### src/rtl/rgb_ycbcr_seg_stat_if.sv
// Pixel stream, window programming and per-frame statistics bundle for rgb_ycbcr_seg_stat.
// master drives the capture side and window; slave (the stage) drives the post side and stats.
interface rgb_ycbcr_seg_stat_if #(
    parameter int X_W   = 10,
    parameter int Y_W   = 10,
    parameter int CNT_W = 20
);
    logic [4:0]       cmos_R;
    logic [5:0]       cmos_G;
    logic [4:0]       cmos_B;
    logic             per_frame_clken;
    logic             per_frame_vsync;
    logic             per_frame_href;
    logic [1:0]       mode;
    logic [7:0]       cb_lo;
    logic [7:0]       cb_hi;
    logic [7:0]       cr_lo;
    logic [7:0]       cr_hi;
    logic             post_frame_clken;
    logic             post_frame_vsync;
    logic             post_frame_href;
    logic [7:0]       img_Y;
    logic [7:0]       img_Cb;
    logic [7:0]       img_Cr;
    logic             mask;
    logic [15:0]      pix_out;
    logic             stat_valid;
    logic [CNT_W-1:0] stat_count;
    logic [X_W-1:0]   stat_xmin;
    logic [X_W-1:0]   stat_xmax;
    logic [Y_W-1:0]   stat_ymin;
    logic [Y_W-1:0]   stat_ymax;

    modport master (
        output cmos_R, cmos_G, cmos_B, per_frame_clken, per_frame_vsync, per_frame_href,
               mode, cb_lo, cb_hi, cr_lo, cr_hi,
        input  post_frame_clken, post_frame_vsync, post_frame_href, img_Y, img_Cb, img_Cr,
               mask, pix_out, stat_valid, stat_count, stat_xmin, stat_xmax, stat_ymin, stat_ymax
    );

    modport slave (
        input  cmos_R, cmos_G, cmos_B, per_frame_clken, per_frame_vsync, per_frame_href,
               mode, cb_lo, cb_hi, cr_lo, cr_hi,
        output post_frame_clken, post_frame_vsync, post_frame_href, img_Y, img_Cb, img_Cr,
               mask, pix_out, stat_valid, stat_count, stat_xmin, stat_xmax, stat_ymin, stat_ymax
    );
endinterface

### src/rtl/rgb_ycbcr_seg_stat.sv
// RGB565 -> BT.601 YCbCr colour segmentation with a frame-latched Cb/Cr window,
// four output modes and per-frame match count / bounding box. Latency 4 clk.
module rgb_ycbcr_seg_stat #(
    parameter int X_W   = 10,
    parameter int Y_W   = 10,
    parameter int CNT_W = 20
) (
    input logic                clk,
    input logic                rst_n,
    rgb_ycbcr_seg_stat_if.slave bus
);
    typedef enum logic [1:0] {MODE_GRAY, MODE_MASK, MODE_OVERLAY, MODE_PASS} mode_e;

    localparam logic [X_W-1:0]   X_MAX   = '1;
    localparam logic [Y_W-1:0]   Y_MAX   = '1;
    localparam logic [CNT_W-1:0] CNT_MAX = '1;

    logic        vsync_in_d;
    logic        vsync_in_rise;
    mode_e       mode_s;
    logic [7:0]  cb_lo_s, cb_hi_s, cr_lo_s, cr_hi_s;
    logic [7:0]  r8, g8, b8;
    logic [15:0] p_yr, p_yg, p_yb, p_cbr, p_cbg, p_cbb, p_crr, p_crg, p_crb;
    logic [15:0] y_sum, cb_sum, cr_sum;
    logic [7:0]  y3, cb3, cr3;
    logic [15:0] pix1, pix2, pix3;
    logic [3:0]  clken_sr, href_sr, vsync_sr;
    logic        hit;
    logic [15:0] pix_sel;
    logic [7:0]  y_r, cb_r, cr_r;
    logic        mask_r;
    logic [15:0] pix_r;

    assign vsync_in_rise = bus.per_frame_vsync & ~vsync_in_d;
    assign r8 = {bus.cmos_R, bus.cmos_R[4:2]};
    assign g8 = {bus.cmos_G, bus.cmos_G[5:4]};
    assign b8 = {bus.cmos_B, bus.cmos_B[4:2]};

    // Window and mode are sampled once per frame so a mid-frame rewrite cannot split a frame.
    always_ff @(posedge clk or negedge rst_n) begin
        if (!rst_n) begin
            vsync_in_d <= 1'b0;
            mode_s     <= MODE_GRAY;
            cb_lo_s    <= '0;
            cb_hi_s    <= '0;
            cr_lo_s    <= '0;
            cr_hi_s    <= '0;
        end else begin
            // NOTE: non-blocking so every register samples pre-edge values regardless of order.
            vsync_in_d <= bus.per_frame_vsync;
            if (vsync_in_rise) begin
                mode_s  <= mode_e'(bus.mode);
                cb_lo_s <= bus.cb_lo;
                cb_hi_s <= bus.cb_hi;
                cr_lo_s <= bus.cr_lo;
                cr_hi_s <= bus.cr_hi;
            end
        end
    end

    // NOTE: datapath registers are reset too, so nothing stale reaches the outputs after rst_n.
    always_ff @(posedge clk or negedge rst_n) begin
        if (!rst_n) begin
            {p_yr, p_yg, p_yb, p_cbr, p_cbg, p_cbb, p_crr, p_crg, p_crb} <= '0;
            {y_sum, cb_sum, cr_sum} <= '0;
            {y3, cb3, cr3}          <= '0;
            {pix1, pix2, pix3}      <= '0;
            {clken_sr, href_sr, vsync_sr} <= '0;
            {y_r, cb_r, cr_r, mask_r, pix_r} <= '0;
        end else begin
            p_yr  <= 16'(r8) * 16'd77;
            p_yg  <= 16'(g8) * 16'd150;
            p_yb  <= 16'(b8) * 16'd29;
            p_cbr <= 16'(r8) * 16'd43;
            p_cbg <= 16'(g8) * 16'd85;
            p_cbb <= 16'(b8) * 16'd128;
            p_crr <= 16'(r8) * 16'd128;
            p_crg <= 16'(g8) * 16'd107;
            p_crb <= 16'(b8) * 16'd21;
            y_sum  <= p_yr + p_yg + p_yb;
            cb_sum <= p_cbb - p_cbr - p_cbg + 16'd32768;
            cr_sum <= p_crr - p_crg - p_crb + 16'd32768;
            y3  <= y_sum[15:8];
            cb3 <= cb_sum[15:8];
            cr3 <= cr_sum[15:8];
            pix1 <= {bus.cmos_R, bus.cmos_G, bus.cmos_B};
            pix2 <= pix1;
            pix3 <= pix2;
            clken_sr <= {clken_sr[2:0], bus.per_frame_clken};
            href_sr  <= {href_sr[2:0],  bus.per_frame_href};
            vsync_sr <= {vsync_sr[2:0], bus.per_frame_vsync};
            if (href_sr[2]) begin
                y_r    <= y3;
                cb_r   <= cb3;
                cr_r   <= cr3;
                mask_r <= hit;
                pix_r  <= pix_sel;
            end else begin
                {y_r, cb_r, cr_r, mask_r, pix_r} <= '0;
            end
        end
    end

    // An inverted window (lo > hi) can never satisfy both bounds, so it masks everything.
    assign hit = (cb3 >= cb_lo_s) && (cb3 <= cb_hi_s) && (cr3 >= cr_lo_s) && (cr3 <= cr_hi_s);

    always_comb begin
        // NOTE: default first so no path leaves pix_sel unassigned (no latch).
        pix_sel = pix3;
        case (mode_s)
            MODE_GRAY:    pix_sel = {y3[7:3], y3[7:2], y3[7:3]};
            MODE_MASK:    pix_sel = hit ? 16'hFFFF : 16'h0000;
            MODE_OVERLAY: pix_sel = hit ? 16'hF800 : pix3;
            default:      pix_sel = pix3;
        endcase
    end

    // Statistics run on the delayed side so coordinates line up with the mask they count.
    logic             post_href_d, post_vsync_d, post_vs_rise, href_fall, pix_hit;
    logic [X_W-1:0]   x_cnt, acc_xmin, acc_xmax, st_xmin, st_xmax;
    logic [Y_W-1:0]   y_cnt, acc_ymin, acc_ymax, st_ymin, st_ymax;
    logic [CNT_W-1:0] acc_count, st_count;
    logic             seen, any_match, st_valid;

    assign post_vs_rise = vsync_sr[3] & ~post_vsync_d;
    assign href_fall    = ~href_sr[3] & post_href_d;
    assign pix_hit      = clken_sr[3] & href_sr[3];

    always_ff @(posedge clk or negedge rst_n) begin
        if (!rst_n) begin
            {post_href_d, post_vsync_d, seen, any_match, st_valid} <= '0;
            {x_cnt, acc_xmin, acc_xmax, st_xmin, st_xmax} <= '0;
            {y_cnt, acc_ymin, acc_ymax, st_ymin, st_ymax} <= '0;
            {acc_count, st_count} <= '0;
        end else begin
            post_href_d  <= href_sr[3];
            post_vsync_d <= vsync_sr[3];
            st_valid     <= 1'b0;
            if (post_vs_rise) begin
                x_cnt <= '0;
                y_cnt <= '0;
                if (seen) begin
                    st_count <= acc_count;
                    st_xmin  <= acc_xmin;
                    st_xmax  <= acc_xmax;
                    st_ymin  <= acc_ymin;
                    st_ymax  <= acc_ymax;
                    st_valid <= 1'b1;
                end
                {seen, any_match, acc_count} <= '0;
                {acc_xmin, acc_xmax, acc_ymin, acc_ymax} <= '0;
            end else begin
                if (pix_hit) begin
                    seen <= 1'b1;
                    if (x_cnt != X_MAX) x_cnt <= x_cnt + 1'b1;
                    if (mask_r) begin
                        any_match <= 1'b1;
                        if (acc_count != CNT_MAX) acc_count <= acc_count + 1'b1;
                        if (!any_match || x_cnt < acc_xmin) acc_xmin <= x_cnt;
                        if (!any_match || x_cnt > acc_xmax) acc_xmax <= x_cnt;
                        if (!any_match || y_cnt < acc_ymin) acc_ymin <= y_cnt;
                        if (!any_match || y_cnt > acc_ymax) acc_ymax <= y_cnt;
                    end
                end
                if (href_fall) begin
                    x_cnt <= '0;
                    if (y_cnt != Y_MAX) y_cnt <= y_cnt + 1'b1;
                end
            end
        end
    end

    assign bus.post_frame_clken = clken_sr[3];
    assign bus.post_frame_href  = href_sr[3];
    assign bus.post_frame_vsync = vsync_sr[3];
    assign bus.img_Y      = y_r;
    assign bus.img_Cb     = cb_r;
    assign bus.img_Cr     = cr_r;
    assign bus.mask       = mask_r;
    assign bus.pix_out    = pix_r;
    assign bus.stat_valid = st_valid;
    assign bus.stat_count = st_count;
    assign bus.stat_xmin  = st_xmin;
    assign bus.stat_xmax  = st_xmax;
    assign bus.stat_ymin  = st_ymin;
    assign bus.stat_ymax  = st_ymax;
endmodule

### src/flat_wrapper.sv
// flat-port wrapper written by rule: the top's interface ports become plain ports
module rgb_ycbcr_seg_stat_flat 
#(
    parameter int X_W   = 10,
    parameter int Y_W   = 10,
    parameter int CNT_W = 20
)
  (clk, rst_n, bus_cmos_R, bus_cmos_G, bus_cmos_B, bus_per_frame_clken, bus_per_frame_vsync, bus_per_frame_href, bus_mode, bus_cb_lo, bus_cb_hi, bus_cr_lo, bus_cr_hi, bus_post_frame_clken, bus_post_frame_vsync, bus_post_frame_href, bus_img_Y, bus_img_Cb, bus_img_Cr, bus_mask, bus_pix_out, bus_stat_valid, bus_stat_count, bus_stat_xmin, bus_stat_xmax, bus_stat_ymin, bus_stat_ymax);
  rgb_ycbcr_seg_stat_if #(.X_W(X_W), .Y_W(Y_W), .CNT_W(CNT_W)) bus_i ();
  input logic clk;
  input logic rst_n;
  input wire logic [$bits(bus_i.cmos_R)-1:0] bus_cmos_R;
  input wire logic [$bits(bus_i.cmos_G)-1:0] bus_cmos_G;
  input wire logic [$bits(bus_i.cmos_B)-1:0] bus_cmos_B;
  input wire logic [$bits(bus_i.per_frame_clken)-1:0] bus_per_frame_clken;
  input wire logic [$bits(bus_i.per_frame_vsync)-1:0] bus_per_frame_vsync;
  input wire logic [$bits(bus_i.per_frame_href)-1:0] bus_per_frame_href;
  input wire logic [$bits(bus_i.mode)-1:0] bus_mode;
  input wire logic [$bits(bus_i.cb_lo)-1:0] bus_cb_lo;
  input wire logic [$bits(bus_i.cb_hi)-1:0] bus_cb_hi;
  input wire logic [$bits(bus_i.cr_lo)-1:0] bus_cr_lo;
  input wire logic [$bits(bus_i.cr_hi)-1:0] bus_cr_hi;
  output wire logic [$bits(bus_i.post_frame_clken)-1:0] bus_post_frame_clken;
  output wire logic [$bits(bus_i.post_frame_vsync)-1:0] bus_post_frame_vsync;
  output wire logic [$bits(bus_i.post_frame_href)-1:0] bus_post_frame_href;
  output wire logic [$bits(bus_i.img_Y)-1:0] bus_img_Y;
  output wire logic [$bits(bus_i.img_Cb)-1:0] bus_img_Cb;
  output wire logic [$bits(bus_i.img_Cr)-1:0] bus_img_Cr;
  output wire logic [$bits(bus_i.mask)-1:0] bus_mask;
  output wire logic [$bits(bus_i.pix_out)-1:0] bus_pix_out;
  output wire logic [$bits(bus_i.stat_valid)-1:0] bus_stat_valid;
  output wire logic [$bits(bus_i.stat_count)-1:0] bus_stat_count;
  output wire logic [$bits(bus_i.stat_xmin)-1:0] bus_stat_xmin;
  output wire logic [$bits(bus_i.stat_xmax)-1:0] bus_stat_xmax;
  output wire logic [$bits(bus_i.stat_ymin)-1:0] bus_stat_ymin;
  output wire logic [$bits(bus_i.stat_ymax)-1:0] bus_stat_ymax;
  assign bus_i.cmos_R = bus_cmos_R;
  assign bus_i.cmos_G = bus_cmos_G;
  assign bus_i.cmos_B = bus_cmos_B;
  assign bus_i.per_frame_clken = bus_per_frame_clken;
  assign bus_i.per_frame_vsync = bus_per_frame_vsync;
  assign bus_i.per_frame_href = bus_per_frame_href;
  assign bus_i.mode = bus_mode;
  assign bus_i.cb_lo = bus_cb_lo;
  assign bus_i.cb_hi = bus_cb_hi;
  assign bus_i.cr_lo = bus_cr_lo;
  assign bus_i.cr_hi = bus_cr_hi;
  assign bus_post_frame_clken = bus_i.post_frame_clken;
  assign bus_post_frame_vsync = bus_i.post_frame_vsync;
  assign bus_post_frame_href = bus_i.post_frame_href;
  assign bus_img_Y = bus_i.img_Y;
  assign bus_img_Cb = bus_i.img_Cb;
  assign bus_img_Cr = bus_i.img_Cr;
  assign bus_mask = bus_i.mask;
  assign bus_pix_out = bus_i.pix_out;
  assign bus_stat_valid = bus_i.stat_valid;
  assign bus_stat_count = bus_i.stat_count;
  assign bus_stat_xmin = bus_i.stat_xmin;
  assign bus_stat_xmax = bus_i.stat_xmax;
  assign bus_stat_ymin = bus_i.stat_ymin;
  assign bus_stat_ymax = bus_i.stat_ymax;
  rgb_ycbcr_seg_stat #(.X_W(X_W), .Y_W(Y_W), .CNT_W(CNT_W)) u_core (.clk(clk), .rst_n(rst_n), .bus(bus_i));
endmodule
### config.mk
export PLATFORM = sky130hd
export DESIGN_NAME = rgb_ycbcr_seg_stat_flat
export DESIGN_NICKNAME = d
export VERILOG_FILES = /design/src/rtl/rgb_ycbcr_seg_stat_if.sv /design/src/rtl/rgb_ycbcr_seg_stat.sv /design/src/flat_wrapper.sv
export SDC_FILE = /design/constraint.sdc
export NUM_CORES = 1
export LEC_CHECK = 0
export CORE_MARGIN = 3
export CORE_UTILIZATION = 27
export CTS_CLUSTER_DIAMETER = 40
export DETAILED_ROUTE_END_ITERATION = 8
export GPL_TIMING_DRIVEN = 0
export PLACE_DENSITY_LB_ADDON = 0.2
export SLEW_MARGIN = 5
export SYNTH_ARGS = -nofsm -noshare
export SYNTH_HDL_FRONTEND = slang
export SYNTH_SLANG_ARGS = --single-unit
export TNS_END_PERCENT = 5
### constraint.sdc
create_clock -name clk -period 3.8 [get_ports clk]
set_clock_uncertainty 0.05 [all_clocks]
set_input_delay 0.38 -clock clk [delete_from_list [all_inputs] [get_ports clk]]
set_output_delay 0.38 -clock clk [all_outputs]
set_load 0.1 [all_outputs]
# After elaboration in Yosys (flattened, before gate mapping)

Index checks and enable logic that the tools add are counted.

Register bits: 469
Output and inout bits: 105
Bits of input ports: 55

Reduce and logical (&&, ||, !) cells: 29
Multiplexer cells: 42
Bitwise logic cells: 7
Add/sub/neg operators: 11
Multiply operators: 7
Equal/unequal tests: 5
Order comparisons: 8

Operators by type and width:

| kind                     | number |
|---|---|
| $mux W10                 | 23 |
| $mux W20                 | 4 |
| $mul A8 B7 Y15 const B   | 4 |
| $mux W16                 | 3 |
| $pmux W16 S3             | 1 |
| $add A16 B16 Y16 const B | 2 |
| $mul A8 B5 Y13 const B   | 2 |
| $mux W8                  | 3 |
| $add A10 B1 Y10 const B  | 2 |
| $add A20 B1 Y20 const B  | 1 |
| $gt A10 B10 Y1           | 2 |
| $lt A10 B10 Y1           | 2 |
| $ne A10 B10 Y1 const B   | 2 |
| $ne A20 B20 Y1 const B   | 1 |
| $reduce_bool A2 Y1       | 9 |
| $add A15 B16 Y16         | 1 |
| $add A16 B13 Y16         | 1 |
| $ge A8 B8 Y1             | 2 |
| $le A8 B8 Y1             | 2 |
| $sub A15 B14 Y16         | 1 |
| $sub A15 B15 Y16         | 1 |
| $sub A16 B13 Y16         | 1 |
| $sub A16 B15 Y16         | 1 |
| $reduce_and A3 Y1        | 5 |
| 12 further kinds         | 33 |

# Depth between registers and ports, before layout

Depth after elaboration: 7
Gate-level depth with buffers: 16
Gate-level depth less buffers: 16

# Worst setup path before layout

No wires, ideal clock.

Kind: input -> register
Start: in bus_cmos_G[0]
End: reg u_core.p_crg[14]
Stages on the path: 14
Arrival time: 3.984 ns
Path slack: -0.359 ns
Required time: 3.625 ns
Cell sequence: ha_1 > fa_1 > fa_1 > inv_1 > fa_1 > inv_1 > ha_1 > or2_2 > a21oi_1 > a31oi_1 > and4_1 > a2111oi_2 > a21oi_1 > xnor2_1

Longest elaborated chain between the ends: 1

Ends and longest elaborated chain:

| what                 | RTL line                 | text |
|---|---|---|
| start, declared      | flat_wrapper.sv:13       | `input wire logic [$bits(bus_i.cmos_G)-1:0] bus_cmos_G;` |
| $mul A8 B7 Y15       | rgb_ycbcr_seg_stat.sv:78 | `p_crg <= 16'(g8) * 16'd107;` |
| end signal, assigned | rgb_ycbcr_seg_stat.sv:78 |  |
| end, declared        | rgb_ycbcr_seg_stat.sv:23 | `logic [15:0] p_yr, p_yg, p_yb, p_cbr, p_cbg, p_cbb, p_crr, p_crg, p_crb;` |

Every way passes these cells.
A chain may end at the register's enable or synchronous reset.

# Final worst setup path

Start: in bus_cmos_G[5]
End: reg u_core.p_crg[14]

Same word-level chain as after synthesis.

==> run summary <==
status -> completed
Final nets -> 2770
min Tclk post-route -> 3.68 ns
Synth Area in Adders -> 0.248
Die Wd -> 298 µm
Crit path depth -> 15
Slew HR -> 0.279
Vias per Instance -> 4.37
largest family of logic cells by synthesized area -> adder cells
vias in the first global route -> 16100
crit end category -> register
I/O pin count -> 160
first-pass GRT wire length -> 90.9 mm
Synth area leader -> dfrtp_1
Final Hold Fails -> 0
FILL cells -> 8484
GP Congestion -> 0.798
Die Span Y -> 298 µm
Overflow after GRT -> 0
# clock sinks -> 412
P_leak -> 13.7 nW
R2R cell count -> 9
CTS tree -> built
die area -> 0.0887 mm²
Hold Crit Class -> in -> reg
top post-synthesis cells by area -> dfrtp_1, ha_1, fa_1
Initial Util -> 0.274
register area -> 0.0103 mm²
Mapped Cells -> 2068
Critical Path RT -> 4.22 ns
DR WL/cell -> 16.2 µm
Clock Tree Root -> clkbuf_16
CORE AREA -> 0.0841 mm²
num rows -> 106
clk_lat worst skew -> 0.59 ns
CP top delay family -> adder cells
period utilization -> 0.968
post-layout power -> 0.0205 W
final wirelength -> 56.6 mm
initial antenna violation count -> 7
layout cell share with drive strength beyond 1 -> 0.0925
Clock transition at path regs -> 0.05 ns
Final Core Density -> 0.341
maximum vdd drop -> 0.374 mV
CP max-delay cell -> fa_1
cell mode on critical path -> fa_1
Final setup viols -> 0
HPWL Detailed -> 44.1 mm
Max Cap Viol -> 0
Detailed Routing Iterations Pass 1 -> 5
simple-gate share of the synthesized area -> 0.0851
hold depth -> 1
EDFF count, synth -> 0
drt first-iter violations -> 640
Mapped Area -> 0.0230 mm²
register bit total from synthesis -> 412
CP bufs+invs -> 3
Cell Pwr Density -> 717 mW/mm²
async set-or-reset flop fraction in the synthesized netlist -> 1.00
multi-input gate area in the final layout -> 0.0116 mm²
register area share after synthesis -> 0.448
Vias -> 15300
RSZ-0062 raised after global routing -> true
DRC viols -> 0
Clock Path Buffers -> 3
DRT antenna net count -> 0
Synth Flop Type -> dfrtp_1
clock buffer count from CTS -> 68
xor-xnor portion of the synthesized cell area -> 0.0430
most frequent cell after synthesis -> dfrtp_1
Max Slew Vio Count -> 0
Critical Path Fanout Max -> 11
syn_area_per_cell -> 11.1 µm²
largest net degree at the start of global routing -> 111
post-synthesis net count -> 2530
Post-synth top cells -> dfrtp_1, ha_1, inv_1, nand2_1, o21ai_0
CTS H-tree depth -> 3
Critical Path Start Type -> input port
worst slew pin tran -> 1.08 ns
share of the synthesized area in compound gates (AO/OA/AOI/OAI) -> 0.0941
Netlist cell types -> 63
top cell type's share of synthesized area -> 0.448
cells along the critical path -> buf_8 > ha_4 > fa_1 > fa_1 > inv_1 > fa_1 > inv_1 > ha_4 > or2_2 > a21oi_2 > a31oi_1 > and4_1 > a2111oi_4 > a21oi_2 > xnor2_2
area grow syn2layout -> 24.6%
post-synthesis mux area share -> 0.0291
GRT Overall Usage -> 0.130
highest clock rate -> 272 MHz
Max stage delay on crit path -> 0.50 ns
PortBufs -> 159
Worst EP arrival -> 4.10 ns
kind of critical path -> in -> reg
Warnings, synthesis -> 0
-- flip-flops by register name, indices dropped and copies added (netlist names), 11 cells and up --
register               flops
u_core.p_yr               13
u_core.pix3               16
u_core.p_cbg              13
u_core.p_yb               11
u_core.p_cbr              13
u_core.bus.pix_out        16
u_core.bus.stat_count     20
u_core.p_yg               14
u_core.pix2               16
u_core.pix1               15
u_core.acc_count          20
-- logic make-up after synthesis --
kind of cell	Yosys count
buffers and inverters	322
AO/OA/AOI/OAI	344
multiplexers	61
flip-flops	412
AND/OR/NAND/NOR	409
adder cells (fa/ha/maj)	407
XOR/XNOR	113
-- per-stage QoR --
stage | instances | setup TNS (ns) | worst slack [ns] | cell area (µm²) | hold WS (ns)
after floorplan | 2068 | 0 | 0.0122 | 23000 | 0.0344
after global placement | 3361 | -6569.60 | -15.94 | 26100 | 0.281
after detailed placement | 3364 | -32.00 | -1.93 | 26100 | 0.285
after CTS | 3487 | -0.183 | -0.0986 | 28500 | 0.0294
after global routing | 3492 | -0.0107 | -0.00958 | 28600 | 0.00308
final | 3496 | 0 | 0.122 | 28700 | 0.0419
-- worst reg2reg max path: stages, from the launching register on --
cell     delay (ns)
dfrtp_1        0.55
fa_1           0.49
ha_1           0.32
and3_1         0.16
a221o_1        0.31
nor2_1         0.13
o21ai_1        0.15
o41ai_2        0.41
nor3_1         0.10
a311o_1        0.29
-- where the power goes --
part	internal [W]	switching (W)
combinational	0.00328	0.00503
clock	0.00408	0.00223
sequential	0.00537	0.000560
total	0.0127	0.00782
-- cells in the final DEF, fill, tap and decap left out, drive strengths merged, types with 29 or more instances in the layout --
cell and n:
fa 81, and2 30, o21ai 121, dfrtp 412, mux2 46, clkbuf 121
xor2 43, ha 326, a21oi 97, nor2 99, xnor2 70, nand2 133
clkdlybuf4s50 142, inv 299, nand3 29
-- per-layer routing --
metal / up-vias / GRT usage / share of wire
li1: 7481 / - / -
met1: 7447 / 0.174 / 0.47
met2: 263 / 0.208 / 0.46
met3: 79 / 0.0280 / 0.049
met4: 6 / 0.0437 / 0.024
met5: - / 0 / 0.00072
-- final timing paths --
path	slack, ns	end	startpoint
worst max-delay path	0.12	u_core.p_crg[14]	bus_cmos_G[5]
max in group asynchronous	1.83	u_core.bus.stat_count[5]	rst_n
worst min register to register	0.28	u_core.href_sr[2]	u_core.href_sr[1]
min in group asynchronous	0.41	u_core.cr_lo_s[3]	rst_n
worst min-delay path	0.04	u_core.pix1[6]	bus_cmos_G[1]
worst max register to register	0.71	u_core.cr_sum[15]	u_core.pix1[13]
-- cell type report --
class | count | share of cell area
clock inverters | 36 | 0.0162
clock buffers | 84 | 0.0665
inverters | 287 | 0.0377
flip-flops and latches | 412 | 0.360
well taps | 1134 | 0.0495
multi-input cells | 1334 | 0.405
plain buffers | 35 | 0.00463
repair buffers | 170 | 0.0607
diodes | 4 | 0.000349
-- repair_timing --
item | in CTS | in global routing
setup endpoints to repair | 26 | 8
hold endpoints to repair | 100 | 2
hold buffers | 3 | 2
pin swaps | 0 | 9
buffers inserted | 0 | 3
resized for setup | 41 | 38
Power figures use the tool's default switching activity.
